<file path="config.mk">
export PLATFORM = sky130hd
export DESIGN_NAME = fetch_unit_buffered
export DESIGN_NICKNAME = d
export VERILOG_FILES = /design/src/rtl/riscv_pipe_pkg.sv /design/src/rtl/fetch_unit_buffered_fifo.sv /design/src/rtl/fetch_unit_buffered.sv
export SDC_FILE = /design/constraint.sdc
export NUM_CORES = 1
export LEC_CHECK = 0
export ABC_CLOCK_PERIOD_IN_PS = 6000
export CORE_MARGIN = 10
export CORE_UTILIZATION = 45
export CTS_BUF_LIST = sky130_fd_sc_hd__clkbuf_8
export DETAILED_ROUTE_END_ITERATION = 7
export GPL_ROUTABILITY_DRIVEN = 1
export GPL_TIMING_DRIVEN = 1
export HOLD_SLACK_MARGIN = 0.12
export PLACE_DENSITY_LB_ADDON = 0.12
export SLEW_MARGIN = 0
export SYNTH_ARGS = -nofsm -noshare
export SYNTH_HDL_FRONTEND = slang
export SYNTH_SLANG_ARGS = --single-unit
</file>
<file path="constraint.sdc">
create_clock -name clk -period 6 [get_ports clk]
set_clock_uncertainty 0.05 [all_clocks]
set_input_delay 1.8 -clock clk [delete_from_list [all_inputs] [get_ports clk]]
set_output_delay 1.8 -clock clk [all_outputs]
set_load 0.01 [all_outputs]
</file>
<file path="src/rtl/riscv_pipe_pkg.sv">
// Shared pipeline definitions for the fetch front end: NOP encoding, fetch FSM
// states and the fetch buffer entry layout {pc[XLEN], instr[32]}.
package riscv_pipe_pkg;

  localparam int          INSTR_W       = 32;
  localparam logic [31:0] NOP_INSTR_DEF = 32'h0000_0013;

  typedef enum logic {
    RUN   = 1'b0,
    DRAIN = 1'b1
  } fetchState_t;

  // Width of one buffered fetch entry: PC in the upper bits, instruction below.
  function automatic int entryWidth(input int xlen);
    return xlen + INSTR_W;
  endfunction

endpackage

</file>
<file path="src/rtl/fetch_unit_buffered_fifo.sv">
// fetch_fifo: synchronous FIFO with push/pop/full/empty/count and synchronous clear.
// DEPTH must be a power of 2 and at least 2.
module fetch_fifo #(
  parameter int WIDTH = 96,
  parameter int DEPTH = 4,
  localparam int AW = $clog2(DEPTH)
) (
  input  logic             clk,
  input  logic             rst,
  input  logic             clear,
  input  logic             push,
  input  logic             pop,
  input  logic [WIDTH-1:0] wrData,
  output logic [WIDTH-1:0] rdData,
  output logic             full,
  output logic             empty,
  output logic [AW:0]      count
);

  logic [WIDTH-1:0] mem [DEPTH];
  logic [AW-1:0]    wrPtr, rdPtr;
  logic             doPush, doPop;

  assign full  = (count == (AW+1)'(DEPTH));
  assign empty = (count == '0);

  // Push+pop together is always accepted, so count holds on a full or empty FIFO.
  assign doPush = push && (!full || pop);
  assign doPop  = pop && (!empty || push);

  assign rdData = mem[rdPtr];

  // NOTE: state registers use non-blocking assignments so every flop samples pre-edge values.
  always_ff @(posedge clk or posedge rst) begin
    if (rst) begin
      wrPtr <= '0;
      rdPtr <= '0;
      count <= '0;
    end else if (clear) begin
      wrPtr <= '0;
      rdPtr <= '0;
      count <= '0;
    end else begin
      if (doPush) wrPtr <= wrPtr + AW'(1);
      if (doPop)  rdPtr <= rdPtr + AW'(1);
      count <= count + (AW+1)'(doPush) - (AW+1)'(doPop);
    end
  end

  // NOTE: storage is deliberately not reset; count and pointers alone define validity.
  always_ff @(posedge clk) begin
    if (doPush && !clear) mem[wrPtr] <= wrData;
  end

endmodule

</file>
<file path="src/rtl/fetch_unit_buffered.sv">
// Buffered instruction fetch: PC, credit-limited requests to an in-order imem,
// redirect flush with stale-response dropping. Optional counters: FETCH_PERF_EN.
module fetch_unit_buffered
  import riscv_pipe_pkg::*;
#(
  parameter int               XLEN       = 64,
  parameter int               IMEM_AW    = 10,
  parameter int               FIFO_DEPTH = 4,
  parameter logic [XLEN-1:0]  RESET_PC   = '0,
  parameter logic [31:0]      NOP_INSTR  = NOP_INSTR_DEF
) (
  input  logic               clk,
  input  logic               rst,
  input  logic               redirect_valid,
  input  logic [XLEN-1:0]    redirect_pc,
  output logic               imem_req_valid,
  input  logic               imem_req_ready,
  output logic [IMEM_AW-1:0] imem_req_addr,
  input  logic               imem_rsp_valid,
  input  logic [31:0]        imem_rsp_data,
  output logic               dec_valid,
  input  logic               dec_ready,
  output logic [31:0]        dec_instr,
  output logic [XLEN-1:0]    dec_pc,
  output logic [XLEN-1:0]    dec_pc_plus4
`ifdef FETCH_PERF_EN
  ,
  output logic [31:0]        perf_fetched,
  output logic [31:0]        perf_redirects,
  output logic [31:0]        perf_bubbles
`endif
);

  localparam int              CW      = $clog2(FIFO_DEPTH) + 1;
  localparam int              EW      = entryWidth(XLEN);
  localparam logic [CW:0]     DEPTH_W = (CW+1)'(FIFO_DEPTH);

  fetchState_t       state, stateNext;
  logic [XLEN-1:0]   pc, pcNext;
  logic [CW-1:0]     outstanding, outNext;
  logic [CW-1:0]     dropCnt, dropNext;

  logic [CW-1:0]     fifoCount, sideCount;
  logic              fifoEmpty, fifoFull, sideEmpty, sideFull;
  logic [EW-1:0]     headEntry;
  logic [XLEN-1:0]   sideHeadPc;
  logic              accept, rspKeep, fifoPop;
  logic [CW:0]       creditSum;

  // Status pins the top never consults; kept to make the FIFO contract visible.
  logic unusedFifoStatus;
  assign unusedFifoStatus = &{1'b0, fifoFull, sideFull, sideEmpty, sideCount};

  assign creditSum      = {1'b0, fifoCount} + {1'b0, outstanding};
  assign imem_req_valid = !rst && !redirect_valid && (creditSum < DEPTH_W);
  assign imem_req_addr  = pc[IMEM_AW+1:2];
  assign accept         = imem_req_valid && imem_req_ready;

  // While draining (or in the redirect cycle itself) responses belong to the old path.
  assign rspKeep = imem_rsp_valid && (state == RUN) && !redirect_valid;

  assign dec_valid    = !fifoEmpty && !redirect_valid;
  assign fifoPop      = dec_valid && dec_ready;
  assign dec_instr    = fifoEmpty ? NOP_INSTR : headEntry[INSTR_W-1:0];
  assign dec_pc       = fifoEmpty ? '0 : headEntry[EW-1:INSTR_W];
  assign dec_pc_plus4 = dec_pc + XLEN'(4);

  fetch_fifo #(.WIDTH(EW), .DEPTH(FIFO_DEPTH)) u_instrFifo (
    .clk    (clk),
    .rst    (rst),
    .clear  (redirect_valid),
    .push   (rspKeep),
    .pop    (fifoPop),
    .wrData ({sideHeadPc, imem_rsp_data}),
    .rdData (headEntry),
    .full   (fifoFull),
    .empty  (fifoEmpty),
    .count  (fifoCount)
  );

  // Request PCs wait here so each kept response is paired with its own PC.
  fetch_fifo #(.WIDTH(XLEN), .DEPTH(FIFO_DEPTH)) u_pcQueue (
    .clk    (clk),
    .rst    (rst),
    .clear  (redirect_valid),
    .push   (accept),
    .pop    (rspKeep),
    .wrData (pc),
    .rdData (sideHeadPc),
    .full   (sideFull),
    .empty  (sideEmpty),
    .count  (sideCount)
  );

  // NOTE: every signal gets a default first so no path through this block infers a latch.
  always_comb begin
    stateNext = state;
    pcNext    = pc;
    dropNext  = dropCnt;
    outNext   = outstanding + CW'(accept) - CW'(imem_rsp_valid);

    if (accept) pcNext = pc + XLEN'(4);

    if (redirect_valid) begin
      pcNext    = {redirect_pc[XLEN-1:2], 2'b00};
      dropNext  = outNext;
      stateNext = (outNext != '0) ? DRAIN : RUN;
    end else if ((state == DRAIN) && imem_rsp_valid) begin
      dropNext = dropCnt - CW'(1);
      if (dropNext == '0) stateNext = RUN;
    end
  end

  always_ff @(posedge clk or posedge rst) begin
    if (rst) begin
      state       <= RUN;
      pc          <= RESET_PC;
      outstanding <= '0;
      dropCnt     <= '0;
    end else begin
      state       <= stateNext;
      pc          <= pcNext;
      outstanding <= outNext;
      dropCnt     <= dropNext;
    end
  end

`ifdef FETCH_PERF_EN
  always_ff @(posedge clk or posedge rst) begin
    if (rst) begin
      perf_fetched   <= '0;
      perf_redirects <= '0;
      perf_bubbles   <= '0;
    end else begin
      perf_fetched   <= perf_fetched + 32'(fifoPop);
      perf_redirects <= perf_redirects + 32'(redirect_valid);
      perf_bubbles   <= perf_bubbles + 32'(dec_ready && !dec_valid);
    end
  end
`endif

endmodule
</file>
==> results of run 1 <==
worst max-delay path, delay by kind of cell (launching register included):
family                 cells  cell delay, ns
AND/OR/NAND/NOR            5            1.37
buffers and inverters      3            0.70
flip-flops                 1            0.55
multiplexers               1            0.41
XOR/XNOR                   1            0.26
worst paths after layout:
check | endpoint | slack [ns]
max in group asynchronous | pc[55]$_DFFE_PP0N_ | 3.32
worst min-delay path | u_pcQueue.mem[3][36]$_DFFE_PP_ | 0.55
worst max-delay path | dec_pc_plus4[53] | 0.15
min in group asynchronous | pc[7]$_DFFE_PP0N_ | 1.57
worst max register to register | u_pcQueue.count[2]$_DFF_PP0_ | 2.27
worst min register to register | u_pcQueue.mem[3][36]$_DFFE_PP_ | 0.55
metal layers:
| layer | global-route usage, % | vias to the layer above |
|---|---|---|
| li1 | - | 7996 |
| met1 | 26.4 | 9089 |
| met2 | 29.6 | 617 |
| met3 | 3.61 | 113 |
| met4 | 6.19 | 0 |
| met5 | 0 | - |
metrics by stage:
| step | hold slack, ns | utilization [%] | power, uW |
|---|---|---|---|
| 2_1_floorplan | 0.424 | - | 7810 |
| 3_3_place_gp | 0.499 | 51.0 | 9550 |
| 3_5_place_dp | 0.534 | 51.0 | 9590 |
| 4_1_cts | 0.549 | 54.6 | 13600 |
| 5_1_grt | 0.563 | 54.8 | 14100 |
| 6_report | 0.550 | 54.8 | 13400 |
sequential cells by signal, summed over array words and instances (netlist names):
register           cells
state                  1
u_pcQueue.mem        248
u_instrFifo.mem      376
u_pcQueue.wrPtr        2
u_instrFifo.count      3
u_instrFifo.rdPtr      2
outstanding            3
u_pcQueue.count        3
pc                    62
u_pcQueue.rdPtr        2
u_instrFifo.wrPtr      2
dropCnt                3
kinds of logic after synthesis:
| group | count (synthesis) | synth area share (%) |
|---|---|---|
| mux | 176 | 12.7 |
| compound gates | 162 | 3.55 |
| buf+inv | 155 | 2.46 |
| fa+ha+maj | 23 | 1.02 |
| flops | 707 | 68.2 |
| other cells | 1 | 0.0123 |
| simple gates | 559 | 9.86 |
| xor+xnor | 75 | 2.15 |
repair_timing:
| action | CTS | global route |
|---|---|---|
| pin swaps | 6 | 3 |
| gates cloned | 4 | 0 |
| setup endpoints to repair | 34 | 26 |
| setup buffers | 8 | 2 |
| gates resized for setup | 62 | 25 |
cell type report:
class,count,area [sq um],area share (%)
Antenna cell,1,2.50,0.00680
Sequential cell,707,20800,56.6
Multi-Input combinational cell,999,9090,24.7
Timing Repair Buffer,326,3410,9.26
Inverter,55,208,0.565
Clock inverter,94,529,1.44
Clock buffer,117,1610,4.38
Tap cell,873,1090,2.97
power groups by stage:
| stage | sequential (uW) | combinational, uW | clock (uW) |
|---|---|---|---|
| 2_1_floorplan | 5870 | 1930 | 0 |
| 4_1_cts | 5880 | 3710 | 3960 |
| 5_1_grt | 5910 | 3930 | 4210 |
| 6_report | 5880 | 3650 | 3840 |
| 3_5_place_dp | 5980 | 3620 | 0 |
| 3_3_place_gp | 5960 | 3600 | 0 |
layout by cell type (no fill, tap or decap), types with 63 or more instances in the layout:
cell / count
and2_1: 71
clkbuf_8: 117
clkdlybuf4s50_1: 239
dfrtp_1: 78
edfxtp_1: 624
inv_1: 90
mux4_2: 138
nand2_1: 167
nand3_1: 64
nor2_1: 63
==> summary.md, run 1 <==
| Metric | Value |
|---|---|
| Clock Tree Buf Depth | `3` |
| Fillers | `roughly 5400` |
| Clock Latency Late Sink | `0.72 ns` |
| Worst-path clk slew | `0.06 ns` |
| Fmax | `between 150 and 200 MHz` |
| Crit path kind | `reg -> out` |
| Post-route minimum period | `5.85 ns` |
| CP arrival | `4.00 ns` |
| Reg2reg path depth | `13` |
| Worst setup EP type | `output port` |
| Pin count of the biggest net entering global routing | `between 100 and 150` |
| Post-synthesis sequential area ratio | `68.2%` |
| TNS Setup | `0 ns` |
| Synth unique cells | `80` |
| Fraction of registers with async set/reset | `11.7%` |
| Die ar. | `about 80000 sq um` |
| Crit Path Max Fanout | `11` |
| Psw | `~4000 uW` |
| Detailed placement HPWL | `about 50 mm` |
| Post-DR vias/cell | `5.62` |
| # rows | `95` |
| Ys Warns | `0` |
| H-tree levels | `3` |
| Post-Syn Area per Cell | `between 15 and 20 sq um` |
| Ratio of cells with drive above 1 in the final layout | `18.1%` |
| Drt first pass iters | `8` |
| Tot GR Track Use | `18.9%` |
| Die W | `280 um` |
| R2R Path Start | `u_instrFifo.count[2]$_DFF_PP0_` |
| Core footprint | `67200 sq um` |
| Area grow syn2layout | `20.6%` |
| Pleak | `0.0126 uW` |
| First-pass GRT wire length | `113 mm` |
| Setup ws final | `0.152 ns` |
| Final hold violations | `0` |
| Met2 Routed Length | `35.1 mm` |
| Total CTS buffers | `114` |
| Max Cap Violations | `0` |
| Crit-path cells | `buf_4 > mux4_2 > nand4_1 > nor4b_4 > buf_4 > nand4_2 > or3_4 > nor4_4 > xor2_1 > clkdlybuf4s15_1` |
| Iteration-0 DRC count of the detailed router | `about 1500` |
| Critical-path top delay cell | `dfrtp_4` |
| Starting Density | `45.4%` |
| Area contributors post-synth | `edfxtp_1 61%, mux4_2 9.5%, dfrtp_1 6.8%` |
| Layout Cells excl Fill | `roughly 3200` |
| Dominant cell type by area after synthesis | `edfxtp_1` |
| Cell Pwr Density | `364 nW/um^2` |
| WL per Instance | `approximately 24 um` |
| Critical path required time | `roughly 4.2 ns` |
| Peak supply drop | `around 0.00022 V` |
| Final Instance Area | `36800 sq um` |
| Sink Count | `a little over 700` |
| Met3 WL post-DR | `4.51 mm` |
| # setup viols final | `0` |
| Reg power frac | `44.0%` |
| Setup crit start | `u_instrFifo.rdPtr[0]$_DFFE_PP0P_` |
| Pins Over Slew Limit | `0` |
| Final period utilization | `a little over nine tenths` |
| Post-Syn Area | `between 30000 and 40000 sq um` |
| Die H | `~280 um` |
| Ports | `274` |
| Worst hold start | `pc[36]$_DFFE_PP0N_` |
| Synth Flop Type | `edfxtp_1` |
| Outcome | `finished with violations` |
| Via Count | `roughly 18000` |
| Worst Hold Depth | `0` |
| Top Layer Used | `met4` |
| Hold buffers post-CTS | `0` |
| Vias in the first global route | `18200` |
| Failing checks | `DRC` |
| Seq cells post-synth | `707` |
| Worst hold path type | `reg -> reg` |
| Sw frac | `29.6%` |
| Dpl cells | `2946` |
| EDFF count, synth | `about 620` |
| Fin nets | `approximately 2300` |
| Dpl ws | `just under 0.4 ns` |
| CTS tree | `yes` |
| CP max stage delay | `0.55 ns` |
| Gpl congestion | `0.843` |
| Worst slew pin tran | `1.21 ns` |
| Comb pwr share | `27.3%` |
| Post-synth top cells | `624 x edfxtp_1, 168 x nand2_1, 128 x mux4_2` |
| DRC viols | `1` |
| Met1 wire length | `33.5 mm` |
| Post-DRT Antenna Nets | `0` |
| Cell Int Power | `9410 uW` |
| Placed cell area | `34200 sq um` |
| Initial antenna violation count | `2` |
| Cells after Synth | `1858` |
| Root Buffer | `clkbuf_8` |
| I/O Buffers | `267` |
| Leading cell type by number of instances after synthesis | `edfxtp_1` |
| Crit-path most repeated cell | `buf_4` |
| Clock power share | `28.7%` |
| Startpoint types | `flop` |
| Slew headroom | `19.3%` |
| Grt ovf | `0` |
| Top cell type's share of synthesized area | `61.4%` |
| Drt total wl | `roughly 75 mm` |
(Power assumes the default switching activity.)
==> run 2: changes to the inputs <==
- CORE_UTILIZATION: 45 -> 41
==> summary.md, run 2 (synthesis gave the netlist of run 1 again) <==
| Metric | Value |
|---|---|
| Outcome | `finished clean` |
| Initial antenna violation count | `2` |
| Tot GR Track Use | `17.8%` |
| Pins Over Slew Limit | `0` |
| Critical path required time | `a little over 4 ns` |
| Die ar. | `85700 sq um` |
| Sink Count | `~700` |
| # setup viols final | `0` |
| Total CTS buffers | `114` |
| Crit-path cells | `mux4_2 > nand2_1 > inv_1 > ha_1 > nand2_1 > o22ai_4 > nand3_4 > nor3_4 > nand4_4 > buf_4 > a2111oi_4 > xor2_1 > dlygate4sd2_1` |
| Worst hold path type | `reg -> reg` |
| WL per Instance | `23.6 um` |
| Via Count | `17900` |
| Drt total wl | `77.1 mm` |
| Root Buffer | `clkbuf_8` |
| Final period utilization | `98.1%` |
| I/O Buffers | `about 270` |
| Grt ovf | `0` |
| Layout Cells excl Fill | `3264` |
| Clock Latency Late Sink | `0.71 ns` |
| Ports | `274` |
| Critical-path top delay cell | `dfrtp_4` |
| Iteration-0 DRC count of the detailed router | `1353` |
| Die H | `293 um` |
| R2R Path End | `u_pcQueue.count[2]$_DFF_PP0_` |
| # rows | `99` |
| Largest register FFs | `376` |
| Hold buffers post-CTS | `0` |
| Placed cell area | `approximately 34000 sq um` |
| Most frequent cells in the layout | `624 x edfxtp_1, 240 x clkdlybuf4s50_1, 168 x nand2_1, 138 x mux4_2, 121 x clkbuf_8` |
| Fmax | `170 MHz` |
| Area grow syn2layout | `21.1%` |
| Clock Tree Buf Depth | `3` |
| Pleak | `0.0126 uW` |
| Post-route minimum period | `5.89 ns` |
| Startpoint types | `flop` |
| Reg2reg path depth | `13` |
| Largest registers | `u_instrFifo.mem (376), u_pcQueue.mem (248), pc (62)` |
| Crit-path most repeated cell | `nand2_1` |
| Pin count of the biggest net entering global routing | `95` |
| Cell Pwr Density | `365 nW/um^2` |
| Post-DR vias/cell | `5.50` |
| Dpl cells | `3034` |
| CP max stage delay | `0.55 ns` |
| Max Cap Violations | `0` |
| R2R Path Start | `u_instrFifo.count[2]$_DFF_PP0_` |
| Gpl congestion | `0.840` |
| Drt first pass iters | `5` |
| Ratio of cells with drive above 1 in the final layout | `18.7%` |
| Crit path kind | `reg -> out` |
| Die W | `293 um` |
| End point of the critical path | `dec_pc_plus4[50]` |
| DRC viols | `0` |
| RSZ-0062 raised after global routing | `yes` |
| Peak supply drop | `0.000161 V` |
| Post-DRT Antenna Nets | `0` |
| Worst reg2reg setup slack | `2.25 ns` |
| Crit Path Max Fanout | `9` |
| Setup crit start | `u_instrFifo.rdPtr[0]$_DFFE_PP0P_` |
| Antenna diodes | `0` |
| Core footprint | `73300 sq um` |
| Slew headroom | `between 30% and 40%` |
| TNS Setup | `0 ns` |
| Worst hold slack | `0.513 ns` |
| Most common cell after layout, fill and taps aside | `edfxtp_1` |
| Worst setup EP type | `output port` |
| CTS tree | `yes` |
| Final Instance Area | `36900 sq um` |
| First-pass GRT wire length | `~120 mm` |
| Worst-path clk slew | `0.06 ns` |
| Starting Density | `41.6%` |
| CP arrival | `4.04 ns` |
| Worst slew pin tran | `1.01 ns` |
| H-tree levels | `3` |
| Final hold violations | `0` |
| Vias in the first global route | `18500` |
| Largest Register | `u_instrFifo.mem` |
| Fin nets | `2338` |
| Detailed placement HPWL | `roughly 51 mm` |
run 2: timing repair:
| action | in CTS | in global routing |
|---|---|---|
| pin swaps | 9 | 4 |
| buffers inserted | 15 | 4 |
| endpoints found under the setup margin | 39 | 21 |
| resized for setup | 56 | 33 |
| gates cloned | 3 | 0 |
run 2: worst min-delay path by stage:
stage                           start                              to  slack [ns]  cells after the start
6_report       dropCnt[1]$_DFFE_PP0P_          dropCnt[1]$_DFFE_PP0P_        0.51                      2
5_1_grt        dropCnt[1]$_DFFE_PP0P_          dropCnt[1]$_DFFE_PP0P_        0.54                      2
4_1_cts        dropCnt[1]$_DFFE_PP0P_          dropCnt[1]$_DFFE_PP0P_        0.52                      2
3_5_place_dp   dropCnt[1]$_DFFE_PP0P_          dropCnt[1]$_DFFE_PP0P_        0.51                      2
3_3_place_gp       pc[61]$_DFFE_PP0N_  u_pcQueue.mem[2][61]$_DFFE_PP_        0.50                      0
2_1_floorplan      pc[38]$_DFFE_PP0N_  u_pcQueue.mem[0][38]$_DFFE_PP_        0.42                      0
run 2: layer usage:
metal  track usage [%]  up-vias  share of wire [%]
met5                 0        -                  0
met4              6.29        0                2.7
met3              3.35      128                6.0
met2              27.6      631                 46
met1              25.0     9179                 45
li1                  -     8000                  -
run 2: stage by stage:
stage | setup WS (ns) | util (%) | total power (uW)
finish | 0.114 | 50.4 | 13500
global route | -0.0516 | 50.4 | 14200
CTS | -0.183 | 50.2 | 13700
detailed placement | 0.359 | 46.8 | 9640
global placement | 0.388 | 46.8 | 9600
floorplan | 0.146 | - | 7810
run 2: area by class of cell:
class / count / area [sq um]
fillers: 6195 / 36400
flip-flops and latches: 707 / 20800
multi-input cells: 999 / 9120
repair buffers: 336 / 3410
clock buffers: 121 / 1670
well taps: 959 / 1200
clock inverters: 87 / 503
inverters: 55 / 208
run 2: critical path: cells and delay by family, from the launching register on:
family / cells / cell delay (ns)
and+or+nand+nor: 5 / 0.89
buffers and inverters: 3 / 0.61
AOI/OAI and AO/OA: 2 / 0.49
DFF: 1 / 0.55
xor gates and xnor gates: 1 / 0.17
muxes: 1 / 0.40
adders and majority gates: 1 / 0.21
run 2: report_power, final:
part / switching, uW / total (uW) / internal [uW]
Combinational: 1910 / 3670 / 1760
Clock: 1850 / 3930 / 2070
Sequential: 241 / 5890 / 5640
